`config.mk`:
```
export PLATFORM = sky130hd
export DESIGN_NAME = led_panel_write_scheduler_flat
export DESIGN_NICKNAME = d
export VERILOG_FILES = /design/src/rtl/led_panel_pkg.sv /design/src/rtl/led_panel_write_scheduler_if.sv /design/src/rtl/led_rr_arbiter.sv /design/src/rtl/led_panel_write_scheduler.sv /design/src/flat_wrapper.sv
export SDC_FILE = /design/constraint.sdc
export NUM_CORES = 1
export LEC_CHECK = 0
export BUFFER_PORTS_ARGS = -buffer_cell sky130_fd_sc_hd__clkbuf_2
export CAP_MARGIN = 20
export CORE_AREA = 2 2 92 94
export CTS_CLUSTER_DIAMETER = 100
export DETAILED_ROUTE_END_ITERATION = 8
export DIE_AREA = 0 0 94 96
export PLACE_DENSITY = 0.84
export SKIP_LAST_GASP = 1
export SYNTH_ARGS = -nofsm -noshare
export SYNTH_HDL_FRONTEND = slang
export SYNTH_SLANG_ARGS = --single-unit
```
`constraint.sdc`:
```
create_clock -name clk -period 4.5 [get_ports clk]
set_input_delay 0.45 -clock clk [delete_from_list [all_inputs] [get_ports clk]]
set_output_delay 0.45 -clock clk [all_outputs]
set_load 0.005 [all_outputs]
```
`src/rtl/led_panel_pkg.sv`:
```
// Shared constants and FSM state type for the LED panel write scheduler.
package led_panel_pkg;
  localparam int         LED_W         = 21;
  localparam logic [1:0] PIO_DATA_ADDR = 2'd0;

  typedef enum logic {
    IDLE  = 1'b0,
    WRITE = 1'b1
  } state_t;
endpackage

```
`src/rtl/led_panel_write_scheduler_if.sv`:
```
// Avalon-MM write-only bus between the scheduler and the LED PIO data register.
interface led_panel_write_scheduler_if;
  logic [1:0]  avm_address;
  logic        avm_chipselect;
  logic        avm_write_n;
  logic [31:0] avm_writedata;
  logic        avm_waitrequest;

  modport master (
    output avm_address, avm_chipselect, avm_write_n, avm_writedata,
    input  avm_waitrequest
  );

  modport slave (
    input  avm_address, avm_chipselect, avm_write_n, avm_writedata,
    output avm_waitrequest
  );
endinterface

```
`src/rtl/led_rr_arbiter.sv`:
```
// Combinational round-robin arbiter: one-hot grant to the first valid
// requester at or above ptr, wrapping around.
module led_rr_arbiter #(
  parameter int NUM_REQ = 4,
  parameter int PTR_W   = $clog2(NUM_REQ)
) (
  input  logic [NUM_REQ-1:0] valid,
  input  logic [PTR_W-1:0]   ptr,
  output logic [NUM_REQ-1:0] grant,
  output logic [PTR_W-1:0]   grant_idx,
  output logic               any
);

  logic [PTR_W:0]   sum;
  logic [PTR_W-1:0] cand;

  always_comb begin
    grant     = '0;
    grant_idx = '0;
    any       = 1'b0;
    sum       = '0;
    cand      = '0;
    for (int k = 0; k < NUM_REQ; k++) begin
      sum = (PTR_W+1)'(ptr) + (PTR_W+1)'(k);
      if (sum >= (PTR_W+1)'(NUM_REQ)) sum = sum - (PTR_W+1)'(NUM_REQ);
      cand = sum[PTR_W-1:0];
      if (!any && valid[cand]) begin
        any         = 1'b1;
        grant[cand] = 1'b1;
        grant_idx   = cand;
      end
    end
  end

endmodule

```
`src/rtl/led_panel_write_scheduler.sv`:
```
// Shares the LED panel PIO between NUM_REQ requesters via masked updates to a shadow image.
// Optional blink/refresh logic is built when LED_BLINK_EN is defined.
module led_panel_write_scheduler
  import led_panel_pkg::*;
#(
  parameter int NUM_REQ   = 4,
  parameter int LED_W     = led_panel_pkg::LED_W,
  parameter int BLINK_DIV = 25000000
) (
  input  logic                     clk,
  input  logic                     reset,
  input  logic [NUM_REQ-1:0]       req_valid,
  input  logic [NUM_REQ*LED_W-1:0] req_mask,
  input  logic [NUM_REQ*LED_W-1:0] req_value,
  output logic [NUM_REQ-1:0]       req_ready,
`ifdef LED_BLINK_EN
  input  logic [LED_W-1:0]         blink_mask,
`endif
  led_panel_write_scheduler_if.master bus,
  output logic [LED_W-1:0]         led_state
);

  localparam int PTR_W = $clog2(NUM_REQ);

  if (NUM_REQ < 2 || NUM_REQ > 8 || LED_W < 1 || LED_W > 32 || BLINK_DIV < 1) begin : g_bad_param
    $error("led_panel_write_scheduler: parameter out of range");
  end

  state_t             state, state_next;
  logic [LED_W-1:0]   shadow, image_merged, image_out, mask_g, value_g;
  logic [PTR_W-1:0]   ptr, grant_idx, ptr_next;
  logic [NUM_REQ-1:0] grant;
  logic               grant_any, launch;
  logic [31:0]        writedata_q;

  led_rr_arbiter #(.NUM_REQ(NUM_REQ), .PTR_W(PTR_W)) u_arb (
    .valid     (req_valid),
    .ptr       (ptr),
    .grant     (grant),
    .grant_idx (grant_idx),
    .any       (grant_any)
  );

  always_comb begin
    mask_g  = '0;
    value_g = '0;
    for (int i = 0; i < NUM_REQ; i++) begin
      if (grant[i]) begin
        mask_g  = req_mask[i*LED_W +: LED_W];
        value_g = req_value[i*LED_W +: LED_W];
      end
    end
  end

  assign image_merged = grant_any ? ((shadow & ~mask_g) | (value_g & mask_g)) : shadow;
  assign ptr_next     = (grant_idx == PTR_W'(NUM_REQ - 1)) ? '0 : grant_idx + 1'b1;

`ifdef LED_BLINK_EN
  localparam int PS_W = (BLINK_DIV > 1) ? $clog2(BLINK_DIV) : 1;

  logic [PS_W-1:0] prescaler;
  logic            phase, refresh_pending, wrap;

  assign wrap      = (prescaler == PS_W'(BLINK_DIV - 1));
  assign launch    = (state == IDLE) && (grant_any || refresh_pending);
  assign image_out = image_merged & ~(blink_mask & {LED_W{phase}});

  // A wrap on the same edge as a launch must leave a refresh pending.
  always_ff @(posedge clk) begin
    if (reset) begin
      prescaler       <= '0;
      phase           <= 1'b0;
      refresh_pending <= 1'b0;
    end else begin
      prescaler <= wrap ? '0 : prescaler + 1'b1;
      if (wrap) phase <= ~phase;
      if (wrap) refresh_pending <= 1'b1;
      else if (launch) refresh_pending <= 1'b0;
    end
  end
`else
  assign launch    = (state == IDLE) && grant_any;
  assign image_out = image_merged;
`endif

  always_ff @(posedge clk) begin
    if (reset) begin
      shadow      <= '0;
      ptr         <= '0;
      writedata_q <= '0;
    end else if (launch) begin
      shadow      <= image_merged;
      writedata_q <= 32'(image_out);
      if (grant_any) ptr <= ptr_next;
    end
  end

  always_ff @(posedge clk) begin
    if (reset) state <= IDLE;
    else       state <= state_next;
  end

  always_comb begin
    state_next = state;
    case (state)
      IDLE:    if (launch) state_next = WRITE;
      WRITE:   if (!bus.avm_waitrequest) state_next = IDLE;
      default: state_next = IDLE;
    endcase
  end

  always_comb begin
    req_ready          = '0;
    bus.avm_chipselect = 1'b0;
    bus.avm_write_n    = 1'b1;
    case (state)
      IDLE:  req_ready = grant;
      WRITE: begin
        bus.avm_chipselect = 1'b1;
        bus.avm_write_n    = 1'b0;
      end
      default: ;
    endcase
  end

  assign bus.avm_address   = PIO_DATA_ADDR;
  assign bus.avm_writedata = writedata_q;
  assign led_state         = shadow;

endmodule

```
`src/flat_wrapper.sv`:
```
// flat-port wrapper written by rule: the top's interface ports become plain ports
module led_panel_write_scheduler_flat import led_panel_pkg::*;
#(
  parameter int NUM_REQ   = 4,
  parameter int LED_W     = led_panel_pkg::LED_W,
  parameter int BLINK_DIV = 25000000
)
  (clk, reset, req_valid, req_mask, req_value, req_ready, led_state, bus_avm_address, bus_avm_chipselect, bus_avm_write_n, bus_avm_writedata, bus_avm_waitrequest);
  led_panel_write_scheduler_if bus_i ();
  input  logic clk;
  input  logic reset;
  input  logic [NUM_REQ-1:0] req_valid;
  input  logic [NUM_REQ*LED_W-1:0] req_mask;
  input  logic [NUM_REQ*LED_W-1:0] req_value;
  output logic [NUM_REQ-1:0] req_ready;
  output logic [LED_W-1:0] led_state;
  output wire logic [$bits(bus_i.avm_address)-1:0] bus_avm_address;
  output wire logic [$bits(bus_i.avm_chipselect)-1:0] bus_avm_chipselect;
  output wire logic [$bits(bus_i.avm_write_n)-1:0] bus_avm_write_n;
  output wire logic [$bits(bus_i.avm_writedata)-1:0] bus_avm_writedata;
  input wire logic [$bits(bus_i.avm_waitrequest)-1:0] bus_avm_waitrequest;
  assign bus_avm_address = bus_i.avm_address;
  assign bus_avm_chipselect = bus_i.avm_chipselect;
  assign bus_avm_write_n = bus_i.avm_write_n;
  assign bus_avm_writedata = bus_i.avm_writedata;
  assign bus_i.avm_waitrequest = bus_avm_waitrequest;
  led_panel_write_scheduler #(.NUM_REQ(NUM_REQ), .LED_W(LED_W), .BLINK_DIV(BLINK_DIV)) u_core (.clk(clk), .reset(reset), .req_valid(req_valid), .req_mask(req_mask), .req_value(req_value), .req_ready(req_ready), .bus(bus_i), .led_state(led_state));
endmodule
```
### Word level (Yosys, flattened, before mapping)

Cells that the tools add are included.

* order comparisons: 12
* bitwise logic cells: 8
* equality and inequality tests: 1
* muxes and demuxes: 47
* reductions and logical operators: 12
* $add $sub $neg: 8

Operators with widths (number)
* $mux 21: 8
* $and 21x21->21: 2
* $not 21->21: 1
* $or 21x21->21: 1
* $mux 4: 5
* $mux 2: 9
* $mux 1: 16
* $lt 2x3->1 const B: 4
* $or 4x4->4: 3
* $ge 3x3->1 const B: 3
* $bmux 1 s2: 4
* $demux 1 s2: 4
* $ge 2x1->1 const B: 4
* $logic_and 1x1->1: 8
* $sub 2x1->2 const B: 4
* $add 2x2->3 const B: 2
* $add 2x1->3 const B: 1
* $ge 2x3->1 const B: 1
* $logic_not 1->1: 3
* $add 2x1->2 const B: 1
* $eq 2x2->1 const B: 1
* $pmux 1 s2: 1
* $reduce_and 2->1: 1
* $not 1->1: 1

* input bits: 175
* register bits after elaboration: 24
* logic and storage cells: 91
* output and inout bits: 61

### Depth between registers and ports, before layout

Gate-level depths: netlist of run 1.

* depth after elaboration: 21
* depth in mapped cells: 13

### Cells and area by module

A second synthesis of run 1 with hierarchy kept.

* cells, all modules: 326
* area total of the unflattened synthesis: 2914.0 µm²

Modules (own cells, without submodules)
* led_panel_write_scheduler: sequential area each 480.5 µm², cells an instance 281, area each 2494.9 µm², instances 1
* led_rr_arbiter: sequential area each 0.0 µm², cells an instance 45, area each 419.2 µm², instances 1

### Worst setup path before layout of run 1

OpenSTA, ideal clock, no wires.

* path kind: flip-flop to output port
* start: register u_core.ptr[1]
* end: output req_ready[3]
* data required time: 4050 ps
* arrival: 2760 ps
* setup slack: 1290 ps
* cell stages (with the launch flop): 13
* path through: dfxtp_1 clkbuf_1 inv_1 ha_1 buf_2 mux2_2 and3_1 a2111oi_4 o21a_1 buf_4 buf_6 buf_4 nor2_1

* word-level cells in the longest chain between the ends: 15
* elaborated cells between the ends (all ways): 60
* those cells by class: 7 x add/sub; 12 x order compare; 28 x mux; 3 x bitwise; 10 x reduce/logical

Ends and longest elaborated chain
* start: declaration: line led_panel_write_scheduler.sv:31 `logic [PTR_W-1:0] ptr, grant_idx, ptr_next;`
* start signal: assignment: line led_panel_write_scheduler.sv:94 `if (grant_any) ptr <= ptr_next;`
* parallel branches: the longest is 13 deep, another holds $add 2x1->3
* $mux 4 *: line led_rr_arbiter.sv:27 `if (!any && valid[cand]) begin`
* $mux 4 *: line led_panel_write_scheduler.sv:116 `case (state)`
* end: declaration: line flat_wrapper.sv:15 `output logic [NUM_REQ-1:0] req_ready;`

Mark *: on every way between the ends. The select of a mux whose other input is x is not followed.

==> run_results.csv, run 1 <==
group,metric,value,unit
status,status,"finished clean",
routing,drc,0,
setup_path,path_class,"flip-flop to flip-flop",
routing,viasPerCell,5.76,
clocking,cts_max_level,1,
final_layout,fill_cells,772,
setup_path,startpoint_type,"flip-flop",
routing,drt-total-wl,11500,um
die,fp-row-count,33,
die,design.core.area,0.00805,sq mm
setup_path,crit_fanout,21,
clocking,postCtsHoldBufs,0,
setup_path,required,4670,ps
clocking,ctsRootBufferMaster,"clkbuf_8",
logic_synthesis,synthAdderAreaFrac,2.87,%
final_layout,nets,736,
routing,drtIter0Drc,197,
final_layout,finalInstanceArea,0.00407,sq mm
global_routing,grt_usage,23.6,%
global_routing,grt_pass1_vias,3572,
logic_synthesis,synth_ff_type,"dfxtp_1",
placement,place_congestion,0.931,
sta,fin_crit,3850,ps
die,pin_count,236,
routing,first_pass_iters,5,
logic_synthesis,syn_inst,373,
placement,placement.io_buffers,222,
clocking,cts_buffer_depth,2,
logic_synthesis,ys_seq_area_share,15.7,%
final_layout,multi_input_area,0.00213,sq mm
logic_synthesis,synthSimpleGateAreaFrac,14.0,%
logic_synthesis,synth_area_leader_cell,"dfxtp_1",
logic_synthesis,synth_compound_area_share,46.3,%
logic_synthesis,synth_enable_flop_cells,0,
final_layout,drive_gt1_share,48.8,%
placement,placed_cell_area,0.00399,sq mm
die,die_y,96,um
logic_synthesis,synth_top_family_by_area,"compound AO/OA/AOI/OAI gates",
die,fp.dieW,94,um
final_layout,final_cell_mix,"clkbuf_2 (222), nand2_1 (53), o221ai_1 (24), dfxtp_1 (24), o32ai_1 (17)",
global_routing,grt_max_degree,34,
logic_synthesis,yosys.area_share.xor_xnor,0.573,%
power_and_ir_drop,cellPowerDensity,582,mW/mm^2
logic_synthesis,synthMuxAreaShare,3.93,%
final_layout,regArea,480,sq um
sta,fin_skew,5.22,ps
sta,fmax,260,MHz
placement,dpl.hpwl,8870,um
global_routing,grt_pass1_wl,16900,um
setup_path,cpLargestDelayFamily,"compound AO/OA/AOI/OAI gates",
setup_path,path_cells,"inv_1 -> ha_1 -> mux2_2 -> and3_1 -> a2111oi_4 -> a32oi_1 -> or2_1 -> a311oi_1 -> o32ai_1",
sta,drv_slew,0,
global_routing,antenna_found_initial,0,
logic_synthesis,synth_warnings,0,
sta,rsz0062_at_grt,"no",
clocking,cts_sinks,24,
power_and_ir_drop,irDropWorstVdd,0.000341,V
sta,tightest_slew,1050,ps
final_layout,antennaDiodeCount,0,
power_and_ir_drop,power_leakage,1.91,nW
logic_synthesis,synth-seq-cells,24,
setup_path,crit_arrival,4020,ps
clocking,cts_buffers,3,
sta,tns,0,ps
setup_path,cp_slowest_cell,"or2_1",
sta,setup_viol_count_final,0,
logic_synthesis,syn_area,0.00306,sq mm
final_layout,final_common_cell,"clkbuf_2",
die,die-area,0.00902,sq mm
hold_path,hold_path_class,"primary input to flip-flop",
routing,wl_per_cell,17.4,um
setup_path,end_kind,"flip-flop",
sta,hold_viol,0,
die,start_util,38.0,%
setup_path,cp_slowest_stage_delay,620,ps
global_routing,overflow,0,
clocking,insertion_delay,280,ps
logic_synthesis,synth.avg_cell_area,8.19,sq um
logic_synthesis,async_flop_share,0,%
clocking,tritoncts,"built",
flow_run,max_cap_viol_count,0,
routing,num_vias,3793,
routing,postRouteAntennaNets,0,
clocking,clk_pin_slew,100,ps
clocking,cts_setup_buffers,0,
logic_synthesis,synth.area.top_cells,"dfxtp_1 (16%), buf_4 (9.6%), o221ai_1 (6.9%)",
final_layout,area_growth_syn_to_layout,33.0,%
clocking,cts_resized,0,
sta,period_share,85.6,%
setup_path,path_buf_inv,1,
logic_synthesis,synth_top_area_share,15.7,%
logic_synthesis,synthDistinctLibCells,47,
sta,max_slew_margin,30.2,%
synthesized netlist by cell type, types with 2 or more instances:
cell type / instances
a2111oi_4: 2
a211oi_1: 10
a21o_1: 11
a21oi_1: 6
a221oi_1: 10
a22oi_1: 4
a22oi_2: 6
a311oi_1: 12
a31oi_1: 12
and3_1: 14
buf_2: 17
buf_4: 39
buf_6: 5
clkbuf_1: 8
dfxtp_1: 24
ha_1: 7
inv_1: 11
mux2_2: 2
mux2i_1: 3
mux4_2: 3
nand2_1: 53
nor2_1: 12
nor3_1: 3
nor4b_1: 2
o21a_1: 4
o21ai_0: 7
o221ai_1: 24
o221ai_2: 10
o22a_1: 2
o22ai_1: 12
o32ai_1: 17
o32ai_2: 5
or3b_1: 2
power breakdown:
part / internal, mW / switching (mW) / total, mW / leakage (nW)
Sequential: 0.264 / 0.0475 / 0.312 / 0.197
Clock: 0.119 / 0.0819 / 0.201 / 0.0357
Combinational: 0.756 / 1.10 / 1.85 / 1.68
layer usage:
layer | wire length (um) | part of all wire (%) | vias up | GRT usage (%)
met5 | 0 | 0 | - | 0
met4 | 215 | 1.9 | 0 | 7.85
met3 | 809 | 7.1 | 23 | 2.66
met2 | 6000 | 52 | 229 | 43.4
met1 | 4440 | 39 | 1733 | 28.4
li1 | - | - | 1808 | -
layout make-up:
cell class	instances	area share, %
Timing Repair Buffer	233	29.7
Multi-Input combinational cell	281	52.5
Inverter	11	1.02
Clock buffer	3	1.02
Clock inverter	1	0.739
Tap cell	105	3.23
Sequential cell	24	11.8
worst reg2reg max path: stages, from the launching register on:
cell	delay [ps]
dfxtp_1	590
inv_1	160
ha_1	530
mux2_2	390
and3_1	210
a2111oi_4	450
a32oi_1	200
or2_1	620
a311oi_1	450
o32ai_1	130
logic make-up after synthesis:
kind of cell,after synthesis
fa+ha+maj,7
flops,24
simple gates,92
compound gates,159
xor+xnor,2
buf+inv,80
other cells,1
mux,8
stage by stage:
stage | worst slack [ps] | hold slack [ps] | util [%] | total power [mW] | cells
2_1_floorplan | 1290 | 468 | - | 1.74 | 385
3_3_place_gp | 838 | 460 | 49.6 | 2.09 | 654
3_5_place_dp | 693 | 476 | 49.6 | 2.16 | 654
4_1_cts | 690 | 382 | 50.5 | 2.37 | 658
5_1_grt | 365 | 390 | 50.5 | 2.55 | 658
6_report | 649 | 384 | 50.5 | 2.37 | 658
path summary, 6_finish.rpt:
check | startpoint | end | slack [ps] | cells after the start
setup / recovery | u_core.ptr[1]$_SDFFE_PP0P_ | flip-flop | 650 | 9
hold / removal | reset | flip-flop | 380 | 2
setup reg to reg | u_core.ptr[1]$_SDFFE_PP0P_ | flip-flop | 650 | 9
hold reg to reg | flip-flop | flip-flop | 490 | 2
No activity file was read; power rests on OpenSTA's default activity.
==> inputs of run 2 (changes only) <==
clock period = 4.4 ns   (was 4.5 ns; I/O delays follow)
==> run 2 against run 1 <==
- critical path type unchanged
- fmax fell by 2.8%
- clock power grew 6%
- non-clock buffer count shrank 1
- total power is 2.6% higher
- sequential share of layout area is essentially flat
==> run_results.csv, run 2 (same netlist as run 1, synthesis figures left out) <==
group,metric,value,unit
global_routing,grt_pass1_vias,3600,
clocking,clk_pin_slew,110,ps
flow_run,max_cap_viol_count,0,
status,status,"finished clean",
global_routing,grt_pass1_wl,17200,um
final_layout,final_common_cell,"clkbuf_2",
power_and_ir_drop,power_leakage,1.90,nW
clocking,cts_sinks,24,
placement,placement.io_buffers,222,
setup_path,cp_slowest_stage_delay,630,ps
final_layout,multi_input_area,0.00213,sq mm
clocking,cts_resized,0,
placement,dp_slack,546,ps
sta,tns,0,ps
placement,dpl.hpwl,9070,um
power_and_ir_drop,p_int,1.16,mW
sta,drv_slew,0,
power_and_ir_drop,pwr-share-comb,78.1,%
final_layout,antennaDiodeCount,0,
setup_path,crit_fanout,21,
clocking,insertion_delay,280,ps
final_layout,fill_cells,782,
sta,fin_crit,3960,ps
setup_path,path_cells,"buf_4 -> inv_1 -> ha_1 -> mux2_2 -> and3_1 -> a2111oi_4 -> a32oi_1 -> or2_1 -> a311oi_1 -> o32ai_1",
sta,holdWs,374,ps
final_layout,regArea,480,sq um
final_layout,final_cells,657,
sta,fin_ws,437,ps
die,fp-row-count,33,
die,start_util,38.0,%
clocking,cts_buffer_depth,2,
global_routing,use_met2,44.8,%
routing,first_pass_iters,5,
power_and_ir_drop,power,2.43,mW
power_and_ir_drop,p_sw,1.27,mW
final_layout,final_cell_mix,"clkbuf_2 (222), nand2_1 (53), o221ai_1 (24), dfxtp_1 (24), o32ai_1 (17)",
clocking,cts_max_level,1,
die,pin_count,236,
global_routing,grt_usage,23.9,%
sta,setup_viol_count_final,0,
power_and_ir_drop,pwr-share-seq,13.1,%
clocking,cts_setup_buffers,0,
global_routing,met3_usage,3.92,%
sta,period_share,90.1,%
routing,postRouteAntennaNets,0,
die,die_y,96,um
clocking,postCtsHoldBufs,0,
sta,fmax,252,MHz
routing,drc,0,
setup_path,startpoint_type,"flip-flop",
routing,wl_per_cell,18.0,um
die,die-area,0.00902,sq mm
setup_path,crit_arrival,4120,ps
power_and_ir_drop,irDropWorstVdd,0.000368,V
sta,hold_viol,0,
global_routing,antenna_found_initial,0,
global_routing,grt_max_degree,34,
die,fp.dieW,94,um
sta,tightest_slew,1040,ps
sta,fin_skew,3.55,ps
clocking,ctsRootBufferMaster,"clkbuf_8",
global_routing,busiest_layer,"met2",
sta,rsz0062_at_grt,"no",
clocking,cts_buffers,3,
setup_path,worst-r2r-cell-count,10,
setup_path,regToRegSetupSlack,440,ps
setup_path,cp_slowest_cell,"or2_1",
hold_path,hold_path_class,"primary input to flip-flop",
routing,viasPerCell,6.03,
routing,drt-total-wl,11800,um
final_layout,nets,735,
routing,num_vias,3963,
setup_path,path_class,"flip-flop to flip-flop",
global_routing,overflow,0,
setup_path,required,4560,ps
power_and_ir_drop,cellPowerDensity,599,mW/mm^2
power_and_ir_drop,clkPwrFrac,8.8,%
final_layout,drive_gt1_share,48.7,%
global_routing,grtUsageMet1,28.1,%
setup_path,end_kind,"flip-flop",
placement,dp_cells,653,
routing,drtIter0Drc,263,
die,design.core.area,0.00805,sq mm
placement,place_congestion,0.959,
sta,max_slew_margin,30.9,%
power_and_ir_drop,p_sw_share,52.2,%
clocking,tritoncts,"built",
final_layout,area_growth_syn_to_layout,32.7,%
hold_path,whs_path_depth,3,
run 2: cell count changes in the layout (fill, tap and decap cells not counted):
cell   delta
buf_4     -1
run 2: metal layers:
metal	share of wire, %	vias to the layer above
li1	-	1805
met1	38	1848
met2	51	289
met3	9.5	21
met4	1.8	0
met5	0	-
run 2: final cells by class:
class / instances / share of cell area [%]
clock buffer: 3 / 1.02
clock inverter: 1 / 0.740
inverter: 11 / 1.02
multi-input combinational: 281 / 52.6
sequential: 24 / 11.8
tap: 105 / 3.24
timing repair buffer: 232 / 29.5
run 2: power by group through the flow:
stage / sequential [mW] / combinational (mW) / clock (mW)
2_1_floorplan: 0.314 / 1.47 / 0
3_3_place_gp: 0.319 / 1.82 / 0
3_5_place_dp: 0.323 / 1.87 / 0
4_1_cts: 0.318 / 1.88 / 0.216
5_1_grt: 0.325 / 2.06 / 0.224
6_report: 0.318 / 1.90 / 0.213
run 2: worst min path at each step:
stage	from	to	slack [ps]
after global routing	bus_avm_waitrequest	u_core.state$_SDFF_PP0_	380
after detailed placement	flip-flop	flip-flop	470
after CTS	bus_avm_waitrequest	u_core.state$_SDFF_PP0_	370
after floorplan	flip-flop	flip-flop	470
final	bus_avm_waitrequest	u_core.state$_SDFF_PP0_	370
after global placement	flip-flop	flip-flop	460
run 2: critical path, delay by kind of cell, from the launching register on:
family                   cells  cell delay [ps]
AO/OA/AOI/OAI                4             1240
multiplexers                 1              400
AND/OR/NAND/NOR              2              850
flip-flops                   1              320
adder cells (fa/ha/maj)      1              550
buffers and inverters        2              450
run 2: per-stage QoR:
stage / instance area [sq um] / util (%)
3_3_place_gp: 3990 / 49.5
5_1_grt: 4060 / 50.4
2_1_floorplan: 3100 / -
6_report: 4060 / 50.4
4_1_cts: 4060 / 50.4
3_5_place_dp: 3990 / 49.5
